## src/rtl/text_sequencer_if.sv

```systemverilog
// Bundle of message-control, glyph-ROM and framebuffer-write signals for text_sequencer.
// master is the sequencer side; slave is the integrator (ROM + framebuffer) side.
interface text_sequencer_if #(
    parameter int unsigned GLYPH_W = 20
);
    logic               start;
    logic [1:0]         msg_sel;
    logic [7:0]         char_code;
    logic [2:0]         row_sel;
    logic [GLYPH_W-1:0] rom_row;
    logic               wr_valid;
    logic               wr_ready;
    logic [2:0]         wr_x;
    logic [2:0]         wr_y;
    logic [GLYPH_W-1:0] wr_data;
    logic               busy;
    logic               done;

    modport master (
        input  start, msg_sel, rom_row, wr_ready,
        output char_code, row_sel, wr_valid, wr_x, wr_y, wr_data, busy, done
    );

    modport slave (
        output start, msg_sel, rom_row, wr_ready,
        input  char_code, row_sel, wr_valid, wr_x, wr_y, wr_data, busy, done
    );
endinterface

```

## src/rtl/text_sequencer.sv

```systemverilog
// Walks a fixed message character by character and row by row, fetching each glyph
// row from an external ROM and handing it to a framebuffer over a valid/ready write port.
module text_sequencer #(
    parameter int unsigned GLYPH_ROWS = 6,
    parameter int unsigned GLYPH_W    = 20
) (
    input  logic              clk,
    input  logic              reset,
    text_sequencer_if.master  bus
);
    localparam int unsigned IDX_W = 3;
    localparam logic [IDX_W-1:0] LAST_ROW = IDX_W'(GLYPH_ROWS - 1);

    typedef enum logic [1:0] {
        S_IDLE,
        S_FETCH,
        S_WRITE,
        S_DONE
    } state_e;

    state_e             state_q, state_d;
    logic [1:0]         sel_q, sel_d;
    logic [IDX_W-1:0]   char_idx_q, char_idx_d;
    logic [IDX_W-1:0]   row_idx_q, row_idx_d;
    logic [GLYPH_W-1:0] wr_data_q, wr_data_d;
    logic [IDX_W-1:0]   last_char;

    // ASCII lookup: 0 GUESS, 1 START, 2 PAUSED, 3 GREAT
    function automatic logic [7:0] msg_char(input logic [1:0] sel, input logic [IDX_W-1:0] idx);
        logic [7:0] c;
        c = 8'd0;
        case ({sel, idx})
            {2'd0, 3'd0}: c = 8'd71;
            {2'd0, 3'd1}: c = 8'd85;
            {2'd0, 3'd2}: c = 8'd69;
            {2'd0, 3'd3}: c = 8'd83;
            {2'd0, 3'd4}: c = 8'd83;
            {2'd1, 3'd0}: c = 8'd83;
            {2'd1, 3'd1}: c = 8'd84;
            {2'd1, 3'd2}: c = 8'd65;
            {2'd1, 3'd3}: c = 8'd82;
            {2'd1, 3'd4}: c = 8'd84;
            {2'd2, 3'd0}: c = 8'd80;
            {2'd2, 3'd1}: c = 8'd65;
            {2'd2, 3'd2}: c = 8'd85;
            {2'd2, 3'd3}: c = 8'd83;
            {2'd2, 3'd4}: c = 8'd69;
            {2'd2, 3'd5}: c = 8'd68;
            {2'd3, 3'd0}: c = 8'd71;
            {2'd3, 3'd1}: c = 8'd82;
            {2'd3, 3'd2}: c = 8'd69;
            {2'd3, 3'd3}: c = 8'd65;
            {2'd3, 3'd4}: c = 8'd84;
            default:      c = 8'd0;
        endcase
        return c;
    endfunction

    always_ff @(posedge clk or posedge reset) begin
        if (reset) begin
            state_q    <= S_IDLE;
            sel_q      <= 2'd0;
            char_idx_q <= '0;
            row_idx_q  <= '0;
            wr_data_q  <= '0;
        end else begin
            state_q    <= state_d;
            sel_q      <= sel_d;
            char_idx_q <= char_idx_d;
            row_idx_q  <= row_idx_d;
            wr_data_q  <= wr_data_d;
        end
    end

    assign last_char = (sel_q == 2'd2) ? IDX_W'(5) : IDX_W'(4);

    always_comb begin
        state_d    = state_q;
        sel_d      = sel_q;
        char_idx_d = char_idx_q;
        row_idx_d  = row_idx_q;
        wr_data_d  = wr_data_q;
        case (state_q)
            S_IDLE: begin
                if (bus.start) begin
                    sel_d      = bus.msg_sel;
                    char_idx_d = '0;
                    row_idx_d  = '0;
                    state_d    = S_FETCH;
                end
            end
            S_FETCH: begin
                wr_data_d = bus.rom_row;
                state_d   = S_WRITE;
            end
            S_WRITE: begin
                // Advance row first, then character; the last row of the last character ends the message
                if (bus.wr_ready) begin
                    if (row_idx_q != LAST_ROW) begin
                        row_idx_d = row_idx_q + IDX_W'(1);
                        state_d   = S_FETCH;
                    end else if (char_idx_q != last_char) begin
                        char_idx_d = char_idx_q + IDX_W'(1);
                        row_idx_d  = '0;
                        state_d    = S_FETCH;
                    end else begin
                        state_d = S_DONE;
                    end
                end
            end
            S_DONE:  state_d = S_IDLE;
            default: state_d = S_IDLE;
        endcase
    end

    // Output decode from registered state only
    assign bus.char_code = (state_q == S_FETCH || state_q == S_WRITE)
                         ? msg_char(sel_q, char_idx_q) : 8'd0;
    assign bus.row_sel   = row_idx_q;
    assign bus.wr_valid  = (state_q == S_WRITE);
    assign bus.wr_x      = char_idx_q;
    assign bus.wr_y      = row_idx_q;
    assign bus.wr_data   = wr_data_q;
    assign bus.busy      = (state_q != S_IDLE);
    assign bus.done      = (state_q == S_DONE);
endmodule

```

## src/flat_wrapper.sv

```systemverilog
// flat-port wrapper written by rule: the top's interface ports become plain ports
module text_sequencer_flat 
#(
    parameter int unsigned GLYPH_ROWS = 6,
    parameter int unsigned GLYPH_W    = 20
)
  (clk, reset, bus_start, bus_msg_sel, bus_rom_row, bus_wr_ready, bus_char_code, bus_row_sel, bus_wr_valid, bus_wr_x, bus_wr_y, bus_wr_data, bus_busy, bus_done);
  text_sequencer_if #(.GLYPH_W(GLYPH_W)) bus_i ();
  input  logic clk;
  input  logic reset;
  input wire logic [$bits(bus_i.start)-1:0] bus_start;
  input wire logic [$bits(bus_i.msg_sel)-1:0] bus_msg_sel;
  input wire logic [$bits(bus_i.rom_row)-1:0] bus_rom_row;
  input wire logic [$bits(bus_i.wr_ready)-1:0] bus_wr_ready;
  output wire logic [$bits(bus_i.char_code)-1:0] bus_char_code;
  output wire logic [$bits(bus_i.row_sel)-1:0] bus_row_sel;
  output wire logic [$bits(bus_i.wr_valid)-1:0] bus_wr_valid;
  output wire logic [$bits(bus_i.wr_x)-1:0] bus_wr_x;
  output wire logic [$bits(bus_i.wr_y)-1:0] bus_wr_y;
  output wire logic [$bits(bus_i.wr_data)-1:0] bus_wr_data;
  output wire logic [$bits(bus_i.busy)-1:0] bus_busy;
  output wire logic [$bits(bus_i.done)-1:0] bus_done;
  assign bus_i.start = bus_start;
  assign bus_i.msg_sel = bus_msg_sel;
  assign bus_i.rom_row = bus_rom_row;
  assign bus_i.wr_ready = bus_wr_ready;
  assign bus_char_code = bus_i.char_code;
  assign bus_row_sel = bus_i.row_sel;
  assign bus_wr_valid = bus_i.wr_valid;
  assign bus_wr_x = bus_i.wr_x;
  assign bus_wr_y = bus_i.wr_y;
  assign bus_wr_data = bus_i.wr_data;
  assign bus_busy = bus_i.busy;
  assign bus_done = bus_i.done;
  text_sequencer #(.GLYPH_ROWS(GLYPH_ROWS), .GLYPH_W(GLYPH_W)) u_core (.clk(clk), .reset(reset), .bus(bus_i));
endmodule
```

## config.mk

```make
export PLATFORM = sky130hd
export DESIGN_NAME = text_sequencer_flat
export DESIGN_NICKNAME = d
export VERILOG_FILES = /design/src/rtl/text_sequencer_if.sv /design/src/rtl/text_sequencer.sv /design/src/flat_wrapper.sv
export SDC_FILE = /design/constraint.sdc
export NUM_CORES = 1
export LEC_CHECK = 0
export BUFFER_PORTS_ARGS = -buffer_cell sky130_fd_sc_hd__clkbuf_2
export CORE_AREA = 4 4 87 89
export CTS_CLUSTER_SIZE = 40
export DETAILED_ROUTE_END_ITERATION = 7
export DIE_AREA = 0 0 91 93
export PLACE_DENSITY = 0.5
export SETUP_SLACK_MARGIN = 0.05
export SLEW_MARGIN = 20
export SYNTH_ARGS = -nofsm -noshare
export SYNTH_HDL_FRONTEND = slang
export SYNTH_SLANG_ARGS = --single-unit
```

## constraint.sdc

```tcl
create_clock -name clk -period 3.6 [get_ports clk]
set_input_delay 0.18 -clock clk [delete_from_list [all_inputs] [get_ports clk]]
set_output_delay 0.18 -clock clk [all_outputs]
set_load 0.05 [all_outputs]
```

==> reports/results.txt <==
count of different cell masters after synthesis = 42
post-synth top area share = 0.448
complex-gate fraction of the synthesized area = 0.117
hold crit path type = input port to flip-flop
Fmax achieved = 468 MHz
CTS Buf Count = 5
post-synthesis simple-gate area fraction = 0.0994
Slew Limit Fails = 0
fillers = 746
initial drt markers = 26
Synth Cell Area = 1670 um2
asr flop ratio synth = 1.00
Worst Hold End = u_core.bus.wr_data[0]$_DFFE_PP0N_
first-pass GRT wire length = 6090 um
Post-CTS Setup Bufs = 0
RSZ-0062 raised after global routing = no
placed insts = 281
Syn-to-layout area delta = 26.7%
Setup violations, final = 0
worst-path maximum fanout = 7
met3 routed WL = 236 um
Die W = 91 um
Synth Area in Adders = 0.0822
Clk Latency, worst-skew pair = 0.27 ns
Placer Congestion = 0.805
post-synthesis mux area share = 0.166
Clock Sinks = 30
Area contributors post-synth = dfrtp_1 (45%), mux2_2 (15%), ha_1 (8.2%)
# DRC = 0
Fin. Hold Viols = 0
Rel. slew slack = 0.399
Worst Path Required = 3.42 ns
CP endpoint kind = output pin
vias in the first global route = 1218
R2R depth = 6
Max Cap Violations = 0
layout cells sized above 1 = 0.467
H-tree depth = 2
antenna-violating nets left = 0
Setup Crit Path Kind = flip-flop to output pin
clock skew = 0.00600 ns
min cycle time layout = 2.14 ns
# IOs = 66
Reg2Reg Setup Slack = 1.54 ns
main flop type after synthesis = dfrtp_1
GR Overflow Total = 0
syn_area_per_cell = 11.3 um2
TNS Setup = 0 ns
# diodes = 0
xor and xnor fraction of the mapped netlist area = 0.0149
hold_sp = bus_rom_row[0]
nets = 246
Pre-Repair DR Iteration Count = 4
dpl ws = 1.56 ns
Hold Crit Depth = 2
IO Port Bufs = 62
DR WL/cell = 12.2 um
largest net degree at the start of global routing = 31
largest family of logic cells by synthesized area = multiplexers
status = finished, final reports clean
CTS tree = built
Post-Route M1 WL = 1680 um
die area = 8460 um2
Post-CTS Resized = 0
CTS Root Cell = clkbuf_8
Total GRT Usage = 0.0891
clk slew on worst S/H paths = 0.06 ns
final WL = 3550 um
core area = 6760 um2
register bit total from synthesis = 30
Non-Filler Instances = 290
Starting Density = 0.248
HPWL after DPL = 2710 um
fraction of the cycle the final worst path needs = 0.593
Avg Vias per Cell = 4.42
DR vias = 1281
Syn Inst Count = 148
DIE HEIGHT = 93 um
EDFF count, synth = 0
Crit Reg-Reg Endpoint = u_core.bus.wr_x[0]$_DFFE_PP0P_
r2r startpoint = u_core.state_q[0]$_DFFE_PP0N_
Seq/Total Area, Yosys = 0.448
DR WL met2 = 1600 um
area leader, netlist = dfrtp_1
uppermost routed layer = met4
Rows = 30
Max Root-Sink Buffers = 2
initial antenna violation count = 0
Warnings, synthesis = 0
worst setup margin = 1.46 ns
crit path launch type = flip-flop
worst path arrival time = 1.96 ns
actual slew at the worst max-slew pin = 0.902 ns
## layout make-up
cell class	count	area, um2	area share
multi-input cells	98	813	0.383
flip-flops and latches	30	751	0.354
repair buffers	64	328	0.155
well taps	80	100	0.0472
clock buffers	7	86.3	0.0407
inverters	10	37.5	0.0177
clock inverters	1	5.00	0.00236
## what timing repair did
item | 4_1_cts | 5_1_grt
endpoints found under the hold margin | 30 | 0
hold buffers | 1 | 0
endpoints found under the setup margin | 0 | 0
## critical path, stage by stage (launching register included)
cell	delay (ns)
dfrtp_1	0.50
inv_1	0.16
ha_1	0.30
nand2_1	0.11
o22ai_1	0.08
o311a_1	0.30
clkbuf_2	0.23
## cell usage after synthesis (all sizes together), types with 2 or more instances
| master | count |
|---|---|
| mux2i | 3 |
| mux2 | 22 |
| buf | 9 |
| nand2b | 6 |
| nand3 | 5 |
| o31ai | 2 |
| o21ai | 7 |
| nor2 | 4 |
| ha | 11 |
| a31oi | 2 |
| nor2b | 2 |
| nand2 | 9 |
| a21oi | 2 |
| dfrtp | 30 |
| clkbuf | 3 |
| inv | 10 |
## layer usage
layer | track usage | vias to the layer above
met3 | 0.0265 | 5
li1 | - | 631
met2 | 0.127 | 45
met1 | 0.129 | 600
met4 | 0.0264 | 0
met5 | 0 | -
## how the worst max path moves through the flow
stage,start,end,cells after the start,slack (ns)
finish,u_core.bus.wr_x[0]$_DFFE_PP0P_,bus_char_code[4],6,1.46
global route,u_core.bus.wr_x[0]$_DFFE_PP0P_,bus_char_code[1],5,1.24
CTS,u_core.bus.wr_x[0]$_DFFE_PP0P_,bus_char_code[4],6,1.43
detailed placement,u_core.state_q[0]$_DFFE_PP0N_,u_core.bus.wr_x[0]$_DFFE_PP0P_,6,1.56
global placement,u_core.state_q[0]$_DFFE_PP0N_,u_core.bus.wr_x[0]$_DFFE_PP0P_,6,1.52
floorplan,u_core.bus.wr_x[0]$_DFFE_PP0P_,bus_char_code[6],4,1.06
## kinds of logic after synthesis
logic type / Yosys count
other: 1
adders and majority gates: 11
buffers and inverters: 22
DFF: 30
xor gates and xnor gates: 2
and+or+nand+nor: 31
muxes: 25
AOI/OAI and AO/OA: 26
## layout by cell type (no fill, tap or decap), types with 2 or more instances in the layout
| master | count |
|---|---|
| mux2_2 | 22 |
| conb_1 | 3 |
| inv_1 | 9 |
| nor2_1 | 4 |
| o21ai_0 | 6 |
| a21oi_1 | 2 |
| dfrtp_1 | 30 |
| clkbuf_2 | 62 |
| nand2b_1 | 6 |
| nor2b_1 | 2 |
| ha_1 | 11 |
| mux2i_1 | 3 |
| clkbuf_8 | 6 |
| o31ai_1 | 2 |
| nand2_1 | 9 |
| nand3_1 | 5 |
## stage by stage
stage          hold slack, ns  cell area (um2)   util
2_1_floorplan           0.271             1680      -
3_3_place_gp            0.271             2020  0.299
3_5_place_dp            0.267             2020  0.299
4_1_cts                 0.125             2120  0.314
5_1_grt                 0.132             2120  0.314
6_report                0.138             2120  0.314
## state kept, by name, summed over array words and instances (netlist names)
| signal | count |
|---|---|
| u_core.state_q | 2 |
| u_core.bus.wr_x | 3 |
| u_core.bus.row_sel | 3 |
| u_core.bus.wr_data | 20 |
| u_core.sel_q | 2 |
Power is left out: the tool's default activity adds up to more than one toggle a clock period on the data nets, which glitch-free logic cannot reach.
